--- src/rtl/fifo_pkg.sv ---
// fifo_pkg: shared widths, default sizing and pointer-width helper for datapath FIFOs
package fifo_pkg;
    localparam int BYTE_W = 8;
    localparam int FIFO_DEPTH = 16;
    localparam int FIFO_AFULL_THRESH = 14;
    function automatic int clog2(input int v);
        int r;
        r = 0;
        for (int i = 0; i < 31; i++) if ((1 << i) < v) r = i + 1;
        return r;
    endfunction
endpackage

--- src/rtl/fifo8_ram.sv ---
// fifo8_ram: simple dual-port byte array with a registered read port, no reset
module fifo8_ram
    import fifo_pkg::*;
#(
    parameter int DEPTH  = FIFO_DEPTH,
    parameter int ADDR_W = clog2(DEPTH)
) (
    input  logic              clk,
    input  logic              we,
    input  logic [ADDR_W-1:0] waddr,
    input  logic [BYTE_W-1:0] wdata,
    input  logic              re,
    input  logic [ADDR_W-1:0] raddr,
    output logic [BYTE_W-1:0] rdata
);
    logic [BYTE_W-1:0] mem [DEPTH];
    logic [BYTE_W-1:0] rdata_q;
    always_ff @(posedge clk) begin
        if (we) mem[waddr] <= wdata;
        if (re) rdata_q <= mem[raddr];
    end
    assign rdata = rdata_q;
endmodule

--- src/rtl/fifo8_sync.sv ---
// fifo8_sync: synchronous byte FIFO with registered read data, occupancy flags and error pulses
module fifo8_sync
    import fifo_pkg::*;
#(
    parameter int DEPTH        = FIFO_DEPTH,
    parameter int ADDR_W       = clog2(DEPTH),
    parameter int AFULL_THRESH = FIFO_AFULL_THRESH
) (
    input  logic              clk,
    input  logic              rst,
    input  logic              wr_en,
    input  logic [BYTE_W-1:0] din,
    input  logic              rd_en,
    output logic [BYTE_W-1:0] dout,
    output logic              dout_valid,
    output logic              full,
    output logic              empty,
    output logic              almost_full,
    output logic [ADDR_W:0]   count,
    output logic              overflow,
    output logic              underflow
);
    localparam int CNT_W = ADDR_W + 1;
    logic              wr_acc, rd_acc;
    logic [ADDR_W-1:0] wr_ptr_q, wr_ptr_d, rd_ptr_q, rd_ptr_d;
    logic [CNT_W-1:0]  count_q, count_d;
    logic              full_q, full_d, empty_q, empty_d, afull_q, afull_d;
    logic              valid_q, valid_d, ovf_q, ovf_d, udf_q, udf_d;
    logic              rd_seen_q, rd_seen_d;
    logic [BYTE_W-1:0] ram_rdata;
    always_comb begin
        wr_acc    = wr_en & ~full_q;
        rd_acc    = rd_en & ~empty_q;
        wr_ptr_d  = wr_acc ? wr_ptr_q + ADDR_W'(1) : wr_ptr_q;
        rd_ptr_d  = rd_acc ? rd_ptr_q + ADDR_W'(1) : rd_ptr_q;
        count_d   = count_q + CNT_W'(wr_acc & ~rd_acc) - CNT_W'(rd_acc & ~wr_acc);
        full_d    = count_d == CNT_W'(DEPTH);
        empty_d   = count_d == '0;
        afull_d   = count_d >= CNT_W'(AFULL_THRESH);
        valid_d   = rd_acc;
        ovf_d     = wr_en & full_q;
        udf_d     = rd_en & empty_q;
        rd_seen_d = rd_seen_q | rd_acc;
    end
    always_ff @(posedge clk) begin
        if (rst) begin
            wr_ptr_q  <= '0;
            rd_ptr_q  <= '0;
            count_q   <= '0;
            full_q    <= 1'b0;
            empty_q   <= 1'b1;
            afull_q   <= 1'b0;
            valid_q   <= 1'b0;
            ovf_q     <= 1'b0;
            udf_q     <= 1'b0;
            rd_seen_q <= 1'b0;
        end else begin
            wr_ptr_q  <= wr_ptr_d;
            rd_ptr_q  <= rd_ptr_d;
            count_q   <= count_d;
            full_q    <= full_d;
            empty_q   <= empty_d;
            afull_q   <= afull_d;
            valid_q   <= valid_d;
            ovf_q     <= ovf_d;
            udf_q     <= udf_d;
            rd_seen_q <= rd_seen_d;
        end
    end
    fifo8_ram #(.DEPTH(DEPTH), .ADDR_W(ADDR_W)) u_ram (
        .clk   (clk),
        .we    (wr_acc),
        .waddr (wr_ptr_q),
        .wdata (din),
        .re    (rd_acc),
        .raddr (rd_ptr_q),
        .rdata (ram_rdata)
    );
    // RAM read register has no reset, so dout reads as zero until the first read after reset
    assign dout        = rd_seen_q ? ram_rdata : '0;
    assign dout_valid  = valid_q;
    assign full        = full_q;
    assign empty       = empty_q;
    assign almost_full = afull_q;
    assign count       = count_q;
    assign overflow    = ovf_q;
    assign underflow   = udf_q;
endmodule

--- config.mk ---
export PLATFORM = sky130hd
export DESIGN_NAME = fifo8_sync
export DESIGN_NICKNAME = d
export VERILOG_FILES = /design/src/rtl/fifo_pkg.sv /design/src/rtl/fifo8_ram.sv /design/src/rtl/fifo8_sync.sv
export SDC_FILE = /design/constraint.sdc
export NUM_CORES = 1
export LEC_CHECK = 0
export BUFFER_PORTS_ARGS = -buffer_cell sky130_fd_sc_hd__buf_2
export CAP_MARGIN = 40
export CELL_PAD_IN_SITES_DETAIL_PLACEMENT = 1
export CELL_PAD_IN_SITES_GLOBAL_PLACEMENT = 1
export CORE_MARGIN = 2
export CORE_UTILIZATION = 57
export CTS_CLUSTER_SIZE = 16
export DETAILED_ROUTE_END_ITERATION = 10
export PLACE_DENSITY_LB_ADDON = 0.05
export SLEW_MARGIN = 10
export SYNTH_ARGS = -nofsm -noshare
export SYNTH_HDL_FRONTEND = slang
export SYNTH_SLANG_ARGS = --single-unit
export TNS_END_PERCENT = 5
--- constraint.sdc ---
create_clock -name clk -period 5.25 [get_ports clk]
set_input_delay 1.575 -clock clk [delete_from_list [all_inputs] [get_ports clk]]
set_output_delay 1.575 -clock clk [all_outputs]
set_load 0.02 [all_outputs]
After elaboration in Yosys (flattened, before gate mapping)
Memory sizes are Yosys's and may differ from the RTL's. A register that Yosys moved wholly into a read port is not among the register bits.
Cells that the tools add are included.

operators by class
  $add $sub $neg = 4
  magnitude comparators = 1
  equal/unequal tests = 1
  muxes and demuxes = 3
  bitwise gates (word level) = 11
  reductions and logical operators = 1

operators with widths
  kind                 number
  $and 1x5->5          2
  $not 1->5            2
  $add 4x1->4 const B  2
  $mux 8               1
  $add 5x5->5          1
  $eq 5x5->1 const B   1
  $ge 5x4->1 const B   1
  $logic_not 5->1      1
  $sub 5x5->5          1
  $and 1x1->1          4
  $mux 1               2
  $not 1->1            2
  $or 1x1->1           1

storage, ports and cells
  register bits = 20
  memory bits (writable) = 128
  input port bits = 12
  output and inout port bits = 19
  word-level logic and storage cells = 32
  memories kept = 1

memories
  memory     depth  width  read ports  clocked after memory_dff  wr ports  RTL line         source
  u_ram.mem  16     8      1           1                         1         fifo8_ram.sv:16  logic [BYTE_W-1:0] mem [DEPTH];

Depth between registers and ports, before layout
  depth in word-level cells = 7
  gate-level depth with buffers = 12
  depth with buffers taken out = 11

Hierarchy
Synthesis repeated with hierarchy kept, for this count alone.

unflattened totals
  cell total of the unflattened synthesis = 327
  area total of the unflattened synthesis = 6149.6 um^2

by module, submodules not included
  module      times used  cells each  area an instance (um^2)  seq. area each (um^2)
  fifo8_ram   1           229         5227.5                   4083.9
  fifo8_sync  1           98          922.1                    400.4

Worst setup path before layout
No wires, ideal clock.

  path kind = input -> register
  start point = input port rd_en
  end point = register empty_q (netlist: empty)
  library setup time = 116 ps
  arrival = 3702 ps
  required time = 5134 ps
  setup slack = 1432 ps
  stages = 11
  cells stage by stage = nor2b_1 clkbuf_1 ha_1 inv_1 ha_1 inv_1 fa_1 nand2b_1 a21oi_1 xnor2_1 a41o_1

on the way
  word-level cells in the longest chain between the ends = 6
  elaborated cells on any way between the ends = 7
  classes of those cells = add/sub (2); bitwise (4); reduce/logical (1)

RTL lines
  element                 RTL line          source
  start: declaration      fifo8_sync.sv:13  input logic rd_en,
  $and 1x1->1 (*)         fifo8_sync.sv:33  rd_acc = rd_en & ~empty_q;
  net rd_acc              fifo8_sync.sv:24  logic wr_acc, rd_acc;
  $not 1->5               fifo8_sync.sv:36  count_d = count_q + CNT_W'(wr_acc & ~rd_acc) - CNT_W'(rd_acc & ~wr_acc);
  $and 1x5->5             fifo8_sync.sv:36
  $add 5x5->5             fifo8_sync.sv:36
  $sub 5x5->5 (*)         fifo8_sync.sv:36
  $logic_not 5->1 (*)     fifo8_sync.sv:38  empty_d = count_d == '0;
  end signal: assignment  fifo8_sync.sv:62  empty_q <= empty_d;
  end: declaration        fifo8_sync.sv:27  logic full_q, full_d, empty_q, empty_d, afull_q, afull_d;

Mark *: on every way through the listed nets, which the timed path passes. The rest lies on a longest branch.
A chain may end at the register's enable or synchronous reset.

Worst setup path in the final report
  start point = input port wr_en
  end point = register empty_q (netlist: empty)

on the way
  word-level cells in the longest chain between the ends = 5
  elaborated cells on any way between the ends = 7
  classes of those cells = add/sub (2); bitwise (4); reduce/logical (1)

RTL lines
  element                                            RTL line          source
  start: declaration                                 fifo8_sync.sv:11  input logic wr_en,
  $and 1x1->1 (*)                                    fifo8_sync.sv:32  wr_acc = wr_en & ~full_q;
  $and 1x5->5 / $not 1->5 (equally long branches)    fifo8_sync.sv:36
  $add 5x5->5 / $and 1x5->5 (equally long branches)  fifo8_sync.sv:36
  $sub 5x5->5 (*)                                    fifo8_sync.sv:36
  $logic_not 5->1 (*)                                fifo8_sync.sv:38

Every way passes the cells marked *; elsewhere a longest branch is shown, timed or not.

==> impl_metrics.toml <==
[yosys]
synth-async-reset-ratio_pct = 0
ys.flop_type = "edfxtp_1"
syn_avg_cell_area_um2 = 18.6
synthCells = 333
synth.area.top_cells = "edfxtp_1 66%, mux4_1 6.8%, dfxtp_1 6.5%"
ys_types = 32
synth_top_area_cell = "edfxtp_1"
synth_seq_area_share_pct = 72.5
syn_area_um2 = 6180
yosysWarnings = 0
synth_edf_count = 136
synth_top_cell_area_share_pct = 66.0
syn_nets = 356
ys_ff_latch = 156

[placed_design]
io_buffers = 30
dp_hpwl_um = 7960
gp_congestion = 0.728
place_inst = 497

[pwr]
intPower_uw = 2320
pwr_density_cell_nw_per_um2 = 455
p_switching_uw = 876
combPwrFrac_pct = 17.6
ir_drop_v = 0.000241
switching_share_pct = 27.4
clkPwrFrac_pct = 35.5
p_leak_uw = 0.00244
p_seq_share_pct = 46.8

[global_route]
grt_pass1_vias = 3278
grt_use_total_pct = 23.2
grt.overflow.total = 0
grt_pass1_wl_um = 19100
grt_max_degree = 36
antenna_found_initial = 0

[detailed_routing]
vias = 3044
drcViolationCount = 0
wl_per_cell_um = 23.2
drt_pass1_iterations = 4
drt_iter0_drc = 274
via_per_inst = 5.74
drt_wl_total_um = 12300
antenna_left = 0

[sta]
min_period_ns = 3.59
final-hold-violation-count = 0
max_clock_freq_ghz = 0.279
fin_setup_tns_ns = 0
period_share_pct = 68.3
relSlewSlack_pct = 41.7
finalSetupViolations = 0
fin_hold_ws_ns = 0.516
maxSlewViolCount = 0
grt_setup_unrepaired = "no"
tightest_slew_ns = 0.871
finalClockSkew_ns = 0.0116

[finish]
seqCellArea_um2 = 4490
drive_gt1_share_pct = 23.1
instances_no_fill = 530
fin_nets = 400
multi_input_area_um2 = 1530
fill_cells = 919
antenna-diode-count = 0
areaGrowthSynthToFinish_pct = 13.6

[die]
core_area_um2 = 10700
dieArea_um2 = 11700
die_h_um = 108
num_io_pins = 31
initial_core_util_pct = 57.8
rows = 38
fp.dieW_um = 108

[min_path]
hold_path_class = "reg2reg"

[clock_network]
clk_path_buf_depth = 2
cts_buffers = 17
clkTransAtPathRegs_ns = 0.07
clockRootBuffer = "clkbuf_8"
cts.sinks = 156
h-tree-depth = 4
postCtsHoldBufs = 0
post_cts_resized = 0
clk_latency_ns = 0.52
cts_tree = "built"
cts_setup_buffers = 0

[worst_setup_path]
critPathMaxFanout = 9
worstSetupPathType = "in2reg"
cp.arrival_ns = 4.00
reg2reg_setup_slack_ns = 2.51
critical_path_required_ns = 5.66
worstSetupStartpointType = "input pin"
cp-end-kind = "flip-flop"

[outcome]
status = "finished clean"

[job]
maxCapViolations = 0
[worst paths after layout]
path         startpoint       end  cells after the start
max               wr_en     empty                     12
min                full  overflow                      1
max reg2reg        full     empty                     11
min reg2reg        full  overflow                      1
[cell usage in the layout (no fill, tap or decap), drive strengths merged, types with 3 or more instances in the layout]
master      n
edfxtp    136
buf        42
mux4       32
nor2       30
dfxtp      20
clkbuf     17
a22oi      16
inv        16
nand2      15
and2       10
ha         10
xor2        6
nor2b       5
clkinvlp    5
nand2b      4
nor3        4
xnor2       4
a21oi       3
clkinv      3
[synth_stat cells (2+ instances only)]
cell type / instances
xor2_1: 6
nor2_1: 30
nand4_1: 2
a22oi_1: 16
and2_1: 10
nor2b_1: 5
ha_1: 10
inv_1: 10
a21oi_1: 3
clkdlybuf4s25_2: 2
buf_2: 2
edfxtp_1: 136
dfxtp_1: 20
xnor2_1: 4
buf_6: 3
mux4_2: 16
nand2_1: 15
buf_4: 2
nor3_1: 4
and3_1: 2
nand2b_1: 4
clkbuf_1: 6
mux4_1: 16
[registers in the layout, summed over array words and instances, names as in the netlist]
| name | flops |
|---|---|
| rd_ptr_q | 4 |
| u_ram.rdata | 8 |
| count | 5 |
| wr_ptr_q | 4 |
| rd_seen_q | 1 |
| dout_valid | 1 |
| empty | 1 |
| overflow | 1 |
| u_ram.mem | 128 |
| full | 1 |
| underflow | 1 |
| almost_full | 1 |
[logic make-up after synthesis]
family | after synthesis | share of synthesized area (%)
AOI/OAI and AO/OA | 22 | 2.57
xor gates and xnor gates | 10 | 1.42
adders and majority gates | 11 | 2.35
buffers and inverters | 27 | 2.71
DFF | 156 | 72.5
muxes | 33 | 12.8
and+or+nand+nor | 74 | 5.66
[routing by layer]
layer  vias up  routed length [um]  global-route usage (%)
met5         -                   0                       0
met4         0                 136                    7.69
met3         9                 475                    5.49
met2        77                6190                    37.1
met1      1565                5500                    32.0
li1       1393                   -                       -
[cell type report]
type                    instances  area share (%)
inverters                      10           0.534
multi-input cells             150            21.8
clock inverters                15            1.96
clock buffers                  17            5.90
repair buffers                 42            3.42
flip-flops and latches        156            63.9
well taps                     140            2.49
[critical path, cell delays in order]
cell      delay [ns]
buf_2           0.09
nor2b_1         0.53
inv_1           0.12
ha_1            0.30
inv_1           0.06
ha_1            0.16
inv_1           0.05
fa_1            0.38
nand2b_1        0.16
a21oi_1         0.16
xnor2_1         0.15
a41o_1          0.26
[power by group through the flow]
stage                     Sequential, uW  Clock [uW]  Combinational [uW]
after floorplan                     1530           0                 390
after global placement              1520           0                 548
after detailed placement            1520           0                 564
after CTS                           1500        1150                 569
after global routing                1510        1200                 619
final                               1500        1140                 563
[metrics by stage]
step,setup slack [ns],util [%],area [um^2],power (uW)
after floorplan,1.43,-,6180,1920
after global placement,1.29,60.1,6430,2070
after detailed placement,1.17,60.4,6460,2090
after CTS,1.69,65.6,7020,3220
after global routing,1.39,65.6,7020,3320
final,1.66,65.6,7020,3190
Power figures use the tool's default switching activity.
